--- config.mk ---
export PLATFORM = sky130hd
export DESIGN_NAME = sp_ram_ctrl_flat
export DESIGN_NICKNAME = d
export VERILOG_FILES = /design/src/rtl/sp_ram_ctrl_if.sv /design/src/rtl/sp_ram_ctrl.sv /design/src/flat_wrapper.sv
export SDC_FILE = /design/constraint.sdc
export NUM_CORES = 1
export LEC_CHECK = 0
export CORE_ASPECT_RATIO = 0.6
export CORE_UTILIZATION = 29
export DETAILED_ROUTE_END_ITERATION = 7
export PLACE_DENSITY = 0.73
export REMOVE_ABC_BUFFERS = 1
export SETUP_SLACK_MARGIN = 0.05
export SYNTH_ARGS = -nofsm -noshare
export SYNTH_HDL_FRONTEND = slang
export SYNTH_SLANG_ARGS = --single-unit
--- constraint.sdc ---
create_clock -name CLK -period 1.2 [get_ports CLK]
set_input_delay 0.36 -clock CLK [delete_from_list [all_inputs] [get_ports CLK]]
set_output_delay 0.36 -clock CLK [all_outputs]
set_load 0.1 [all_outputs]
--- src/rtl/sp_ram_ctrl_if.sv ---
// Request/response bus between a requester and sp_ram_ctrl.
// master: drives requests and RSP_READY; slave: drives REQ_READY and the
// registered read response (RSP_VALID/RSP_DATA/RSP_ERR).
interface sp_ram_ctrl_if #(
  parameter int unsigned WIDTH      = 8,
  parameter int unsigned DEPTH      = 8,
  parameter int unsigned STRB_WIDTH = 8
);
  localparam int unsigned NLANE = WIDTH / STRB_WIDTH;
  localparam int unsigned AW    = (DEPTH > 1) ? $clog2(DEPTH) : 1;

  logic             REQ_VALID;
  logic             REQ_READY;
  logic             REQ_WRITE;
  logic [AW-1:0]    REQ_ADDR;
  logic [WIDTH-1:0] REQ_DATA;
  logic [NLANE-1:0] REQ_STRB;
  logic             RSP_VALID;
  logic             RSP_READY;
  logic [WIDTH-1:0] RSP_DATA;
  logic             RSP_ERR;

  modport master (
    output REQ_VALID, REQ_WRITE, REQ_ADDR, REQ_DATA, REQ_STRB, RSP_READY,
    input  REQ_READY, RSP_VALID, RSP_DATA, RSP_ERR
  );

  modport slave (
    input  REQ_VALID, REQ_WRITE, REQ_ADDR, REQ_DATA, REQ_STRB, RSP_READY,
    output REQ_READY, RSP_VALID, RSP_DATA, RSP_ERR
  );
endinterface

--- src/rtl/sp_ram_ctrl.sv ---
// Front-end for a single-port RAM with combinational read data.
// After reset it clears every entry to zero (INIT), then serves strobed
// writes and reads (RUN) with a one-deep registered response buffer.
// Ports:
//   CLK, RST_N  clock, asynchronous active-low reset
//   bus         request/response channel (slave side)
//   INIT_DONE   high from the first RUN cycle until the next reset
//   RAM_ADDR/RAM_D/RAM_W_EN  to the RAM; RAM_Q  from the RAM
module sp_ram_ctrl #(
  parameter int unsigned WIDTH      = 8,
  parameter int unsigned DEPTH      = 8,
  parameter int unsigned STRB_WIDTH = 8,
  localparam int unsigned NLANE     = WIDTH / STRB_WIDTH,
  localparam int unsigned AW        = (DEPTH > 1) ? $clog2(DEPTH) : 1
) (
  input  logic             CLK,
  input  logic             RST_N,
  sp_ram_ctrl_if.slave     bus,
  output logic             INIT_DONE,
  output logic [AW-1:0]    RAM_ADDR,
  output logic [WIDTH-1:0] RAM_D,
  output logic [NLANE-1:0] RAM_W_EN,
  input  logic [WIDTH-1:0] RAM_Q
);

  typedef enum logic {S_INIT, S_RUN} state_t;

  // One extra bit so DEPTH itself is representable when DEPTH == 2**AW.
  localparam logic [AW:0]   DEPTH_V = (AW+1)'(DEPTH);
  localparam logic [AW-1:0] LAST    = AW'(DEPTH - 1);

  state_t           state_q, state_d;
  logic [AW-1:0]    cnt_q, cnt_d;
  logic             rsp_valid_q, rsp_valid_d;
  logic             rsp_err_q, rsp_err_d;
  logic [WIDTH-1:0] rsp_data_q, rsp_data_d;
  logic             init_done_q;
  logic             req_ready;
  logic             addr_ok;
  logic             accept;

  // Next-state, RAM drive and response-buffer update.
  always_comb begin
    state_d     = state_q;
    cnt_d       = cnt_q;
    rsp_valid_d = rsp_valid_q;
    rsp_err_d   = rsp_err_q;
    rsp_data_d  = rsp_data_q;
    req_ready   = 1'b0;
    accept      = 1'b0;
    RAM_ADDR    = cnt_q;
    RAM_D       = '0;
    RAM_W_EN    = '0;
    addr_ok     = ({1'b0, bus.REQ_ADDR} < DEPTH_V);

    unique case (state_q)
      S_INIT: begin
        // Write enables are held off while reset is asserted.
        if (RST_N) RAM_W_EN = '1;
        cnt_d = cnt_q + AW'(1);
        if (cnt_q == LAST) begin
          state_d = S_RUN;
          cnt_d   = '0;
        end
      end
      S_RUN: begin
        // Buffer can take a new read if empty or draining this edge.
        req_ready = !rsp_valid_q || bus.RSP_READY;
        accept    = bus.REQ_VALID && req_ready;
        RAM_ADDR  = bus.REQ_ADDR;
        RAM_D     = bus.REQ_DATA;
        if (rsp_valid_q && bus.RSP_READY) rsp_valid_d = 1'b0;
        if (accept && bus.REQ_WRITE && addr_ok) RAM_W_EN = bus.REQ_STRB;
        if (accept && !bus.REQ_WRITE) begin
          rsp_valid_d = 1'b1;
          rsp_data_d  = addr_ok ? RAM_Q : '0;
          rsp_err_d   = !addr_ok;
        end
      end
    endcase
  end

  // State and response registers.
  always_ff @(posedge CLK or negedge RST_N) begin
    if (!RST_N) begin
      state_q     <= S_INIT;
      cnt_q       <= '0;
      rsp_valid_q <= 1'b0;
      rsp_err_q   <= 1'b0;
      rsp_data_q  <= '0;
      init_done_q <= 1'b0;
    end else begin
      state_q     <= state_d;
      cnt_q       <= cnt_d;
      rsp_valid_q <= rsp_valid_d;
      rsp_err_q   <= rsp_err_d;
      rsp_data_q  <= rsp_data_d;
      init_done_q <= (state_d == S_RUN);
    end
  end

  assign bus.REQ_READY = req_ready;
  assign bus.RSP_VALID = rsp_valid_q;
  assign bus.RSP_DATA  = rsp_data_q;
  assign bus.RSP_ERR   = rsp_err_q;
  assign INIT_DONE     = init_done_q;

endmodule

--- src/flat_wrapper.sv ---
// flat-port wrapper written by rule: the top's interface ports become plain ports
module sp_ram_ctrl_flat 
#(
  parameter int unsigned WIDTH      = 8,
  parameter int unsigned DEPTH      = 8,
  parameter int unsigned STRB_WIDTH = 8,
  localparam int unsigned NLANE     = WIDTH / STRB_WIDTH,
  localparam int unsigned AW        = (DEPTH > 1) ? $clog2(DEPTH) : 1
)
  (CLK, RST_N, INIT_DONE, RAM_ADDR, RAM_D, RAM_W_EN, RAM_Q, bus_REQ_VALID, bus_REQ_WRITE, bus_REQ_ADDR, bus_REQ_DATA, bus_REQ_STRB, bus_RSP_READY, bus_REQ_READY, bus_RSP_VALID, bus_RSP_DATA, bus_RSP_ERR);
  sp_ram_ctrl_if #(.WIDTH(WIDTH), .DEPTH(DEPTH), .STRB_WIDTH(STRB_WIDTH)) bus_i ();
  input  logic CLK;
  input  logic RST_N;
  output logic INIT_DONE;
  output logic [AW-1:0] RAM_ADDR;
  output logic [WIDTH-1:0] RAM_D;
  output logic [NLANE-1:0] RAM_W_EN;
  input  logic [WIDTH-1:0] RAM_Q;
  input wire logic [$bits(bus_i.REQ_VALID)-1:0] bus_REQ_VALID;
  input wire logic [$bits(bus_i.REQ_WRITE)-1:0] bus_REQ_WRITE;
  input wire logic [$bits(bus_i.REQ_ADDR)-1:0] bus_REQ_ADDR;
  input wire logic [$bits(bus_i.REQ_DATA)-1:0] bus_REQ_DATA;
  input wire logic [$bits(bus_i.REQ_STRB)-1:0] bus_REQ_STRB;
  input wire logic [$bits(bus_i.RSP_READY)-1:0] bus_RSP_READY;
  output wire logic [$bits(bus_i.REQ_READY)-1:0] bus_REQ_READY;
  output wire logic [$bits(bus_i.RSP_VALID)-1:0] bus_RSP_VALID;
  output wire logic [$bits(bus_i.RSP_DATA)-1:0] bus_RSP_DATA;
  output wire logic [$bits(bus_i.RSP_ERR)-1:0] bus_RSP_ERR;
  assign bus_i.REQ_VALID = bus_REQ_VALID;
  assign bus_i.REQ_WRITE = bus_REQ_WRITE;
  assign bus_i.REQ_ADDR = bus_REQ_ADDR;
  assign bus_i.REQ_DATA = bus_REQ_DATA;
  assign bus_i.REQ_STRB = bus_REQ_STRB;
  assign bus_i.RSP_READY = bus_RSP_READY;
  assign bus_REQ_READY = bus_i.REQ_READY;
  assign bus_RSP_VALID = bus_i.RSP_VALID;
  assign bus_RSP_DATA = bus_i.RSP_DATA;
  assign bus_RSP_ERR = bus_i.RSP_ERR;
  sp_ram_ctrl #(.WIDTH(WIDTH), .DEPTH(DEPTH), .STRB_WIDTH(STRB_WIDTH)) u_core (.CLK(CLK), .RST_N(RST_N), .bus(bus_i), .INIT_DONE(INIT_DONE), .RAM_ADDR(RAM_ADDR), .RAM_D(RAM_D), .RAM_W_EN(RAM_W_EN), .RAM_Q(RAM_Q));
endmodule
==> results.json <==
{
  "status": "finished with violations",
  "violations": "setup timing",
  "clock_sinks": 13,
  "routed_wl_um": 2800,
  "firstDrtPassIters": 4,
  "drt_iter0_drc": 15,
  "fin_tns_setup_ns": -6.77,
  "grt_usage_pct": 21.6,
  "synth-seq-area-share_pct": 49.6,
  "area_delta_synth_final_pct": 170,
  "crit_type": "reg -> out",
  "clk_pin_slew_worst_paths_ns": 0.06,
  "power.internal_uw": 1220,
  "hold_viol": 0,
  "cts_inserted_buffers": 3,
  "core_area_mm2": 0.00198,
  "synth_cells": 54,
  "grt_pass1_wl_um": 3590,
  "antenna_found_initial": 0,
  "peakVddDrop_mv": 1.16,
  "fin_crit_sh_pct": 139,
  "grt_max_degree": 14,
  "cp-end-kind": "output pin",
  "rsz0062_at_grt": "true",
  "top_layer": "met4",
  "grt_pass1_vias": 690,
  "gp_congestion": 0.673,
  "cp.arrival_ns": 1.31,
  "worstRegToRegCells": 5,
  "ctsLongestPathBuffers": 2,
  "max-cap-violations": 0,
  "p_per_area_mw_per_mm2": 1210,
  "finalMaxSlewViolations": 0,
  "leakage_uw": 0.000871,
  "fin_skew_ns": 0.00218,
  "fin_nets": 154,
  "synthesis.area_um2": 656,
  "synthDistinctLibCells": 16,
  "seqPwrFrac_pct": 25.3,
  "combPwrFrac_pct": 55.7,
  "yosysWarnings": 0,
  "post-route-min-period_ns": 1.67,
  "power_switching_uw": 913,
  "power.share.clock_pct": 19.0,
  "regArea_um2": 327,
  "cp_data_required_time_ns": 0.84,
  "htreeDepth": 1,
  "avgSynthCellArea_um2": 12.1,
  "multiInputGateArea_um2": 429,
  "setup_ws_ns": -0.472,
  "via_per_inst": 4.64,
  "hold_buffers": 0,
  "drtAntennaViolNets": 0,
  "gr-total-overflow": 0,
  "dpl.hpwl_um": 1630,
  "cts_root_buffer": "clkbuf_8",
  "dieArea_mm2": 0.00246,
  "drt-met1-wl_um": 1060,
  "cts_tree": "built",
  "start_kind": "register",
  "synth_seq_cells": 13,
  "hold_path_class": "in -> async",
  "routed-wl-met2_um": 1510,
  "reg2reg_from": "u_core.bus.RSP_VALID$_DFFE_PN0P_",
  "worstPathMaxFanout": 3,
  "io_pins": 49,
  "dpl_worst_slack_ns": -0.662,
  "route.met3.wl_um": 126,
  "fp.dieW_um": 63.4,
  "post_drt_wl_per_cell_um": 18.2,
  "setup_viol": 28,
  "worstReg2RegEnd": "u_core.bus.RSP_DATA[6]$_DFFE_PN0P_",
  "route.detailed.drc": 0,
  "fmax_mhz": 598,
  "regToRegSetupSlack_ns": -0.21,
  "io_buffer_count": 47,
  "start_util_pct": 33.1,
  "fillers": 84,
  "antenna_cells": 0,
  "insertion_delay_ns": 0.25,
  "swShare_pct": 42.7,
  "drive_above_1_share_pct": 65.9,
  "rows": 12,
  "vias": 715,
  "die_h_um": 38.8
}
synth_stat cells:
cell	count	share of area, %
conb_1	1	0.57
nand2b_1	1	0.95
inv_1	4	2.3
mux2_2	12	21
nand3_1	1	0.76
and2_1	8	7.6
buf_4	2	2.3
or2_2	1	0.95
clkbuf_1	1	0.57
o2111ai_4	1	4.0
dfrtp_1	13	50
ha_1	2	3.8
nand2_1	2	1.1
a21bo_2	1	1.5
o22ai_1	1	0.95
o21ai_0	3	2.3
kinds of logic (layout without fill, tap and decap cells):
logic type | Yosys count | in the layout | share of synthesized area, %
other | 1 | 1 | 0.572
AO/OA/AOI/OAI | 6 | 6 | 8.78
buffers and inverters | 7 | 79 | 5.15
multiplexers | 12 | 12 | 20.6
flip-flops | 13 | 13 | 49.6
adder cells (fa/ha/maj) | 2 | 2 | 3.82
AND/OR/NAND/NOR | 13 | 13 | 11.5
layout make-up:
| type | count | area share [%] |
|---|---|---|
| timing repair buffer | 71 | 52.0 |
| inverter | 4 | 0.847 |
| sequential | 13 | 18.4 |
| multi-input combinational | 34 | 24.2 |
| tap | 28 | 1.98 |
| clock buffer | 4 | 2.54 |
power groups by stage:
stage	Combinational (uW)	Clock [uW]	Sequential [uW]
CTS	1120	402	540
finish	1190	406	541
global route	1220	431	545
global placement	1050	0	543
detailed placement	1060	0	546
floorplan	258	0	876
critical path, stage by stage, from the launching register on:
cell and delay, ns:
dfrtp_2 0.44, buf_6 0.14, mux2_4 0.31, buf_12 0.17
how the worst max path moves through the flow:
stage / from / endpoint / slack, ns / cells past startpoint
after floorplan: u_core.state_q$_DFF_PN0_ / RAM_W_EN / -2.24 / 2
after global placement: bus_RSP_READY / RAM_W_EN / -0.65 / 4
after detailed placement: bus_RSP_READY / RAM_W_EN / -0.66 / 4
after CTS: u_core.state_q$_DFF_PN0_ / RAM_ADDR[1] / -0.45 / 3
after global routing: u_core.state_q$_DFF_PN0_ / RAM_ADDR[2] / -0.50 / 3
final: u_core.state_q$_DFF_PN0_ / RAM_ADDR[2] / -0.47 / 3
metal layers:
layer	GRT usage (%)	vias to the layer above
li1	-	326
met1	22.6	350
met2	40.4	31
met3	4.71	8
met4	15.9	0
met5	0	-
sequential cells by signal, indices dropped and copies added (netlist names):
signal,flops
u_core.state_q,1
u_core.bus.RSP_VALID,1
u_core.cnt_q,3
u_core.bus.RSP_DATA,8
per-stage QoR:
stage / std cells / total power, uW / area (um^2) / hold WS (ns) / utilization, %
CTS: 146 / 2060 / 1630 / 0.194 / 82.0
finish: 154 / 2140 / 1770 / 0.213 / 89.4
global route: 154 / 2200 / 1770 / 0.246 / 89.4
floorplan: 51 / 1130 / 637 / 0.0644 / -
global placement: 138 / 1590 / 1460 / 0.499 / 73.8
detailed placement: 138 / 1610 / 1460 / 0.536 / 73.8
layout by cell type, fill, tap and decap left out:
cell	n
inv_1	2
inv_2	2
clkbuf_1	1
dfrtp_1	12
mux2_4	12
o21ai_2	2
dfrtp_2	1
o22ai_4	1
ha_4	2
nand3_1	1
a21bo_2	1
buf_6	11
or2_4	1
o21ai_4	1
nand2b_4	1
o2111ai_4	1
clkdlybuf4s50_1	17
buf_12	23
conb_1	1
dlygate4sd2_1	5
nand2_1	2
and2_4	8
buf_4	13
dlymetal6s2s_1	2
clkbuf_8	3
timing repair:
action,CTS,global route
buffers inserted,4,8
setup endpoints to repair,35,36
resized for setup,34,21
cloned,0,0
pin swaps,6,5
endpoints found under the hold margin,0,0
(Power assumes the default switching activity.)
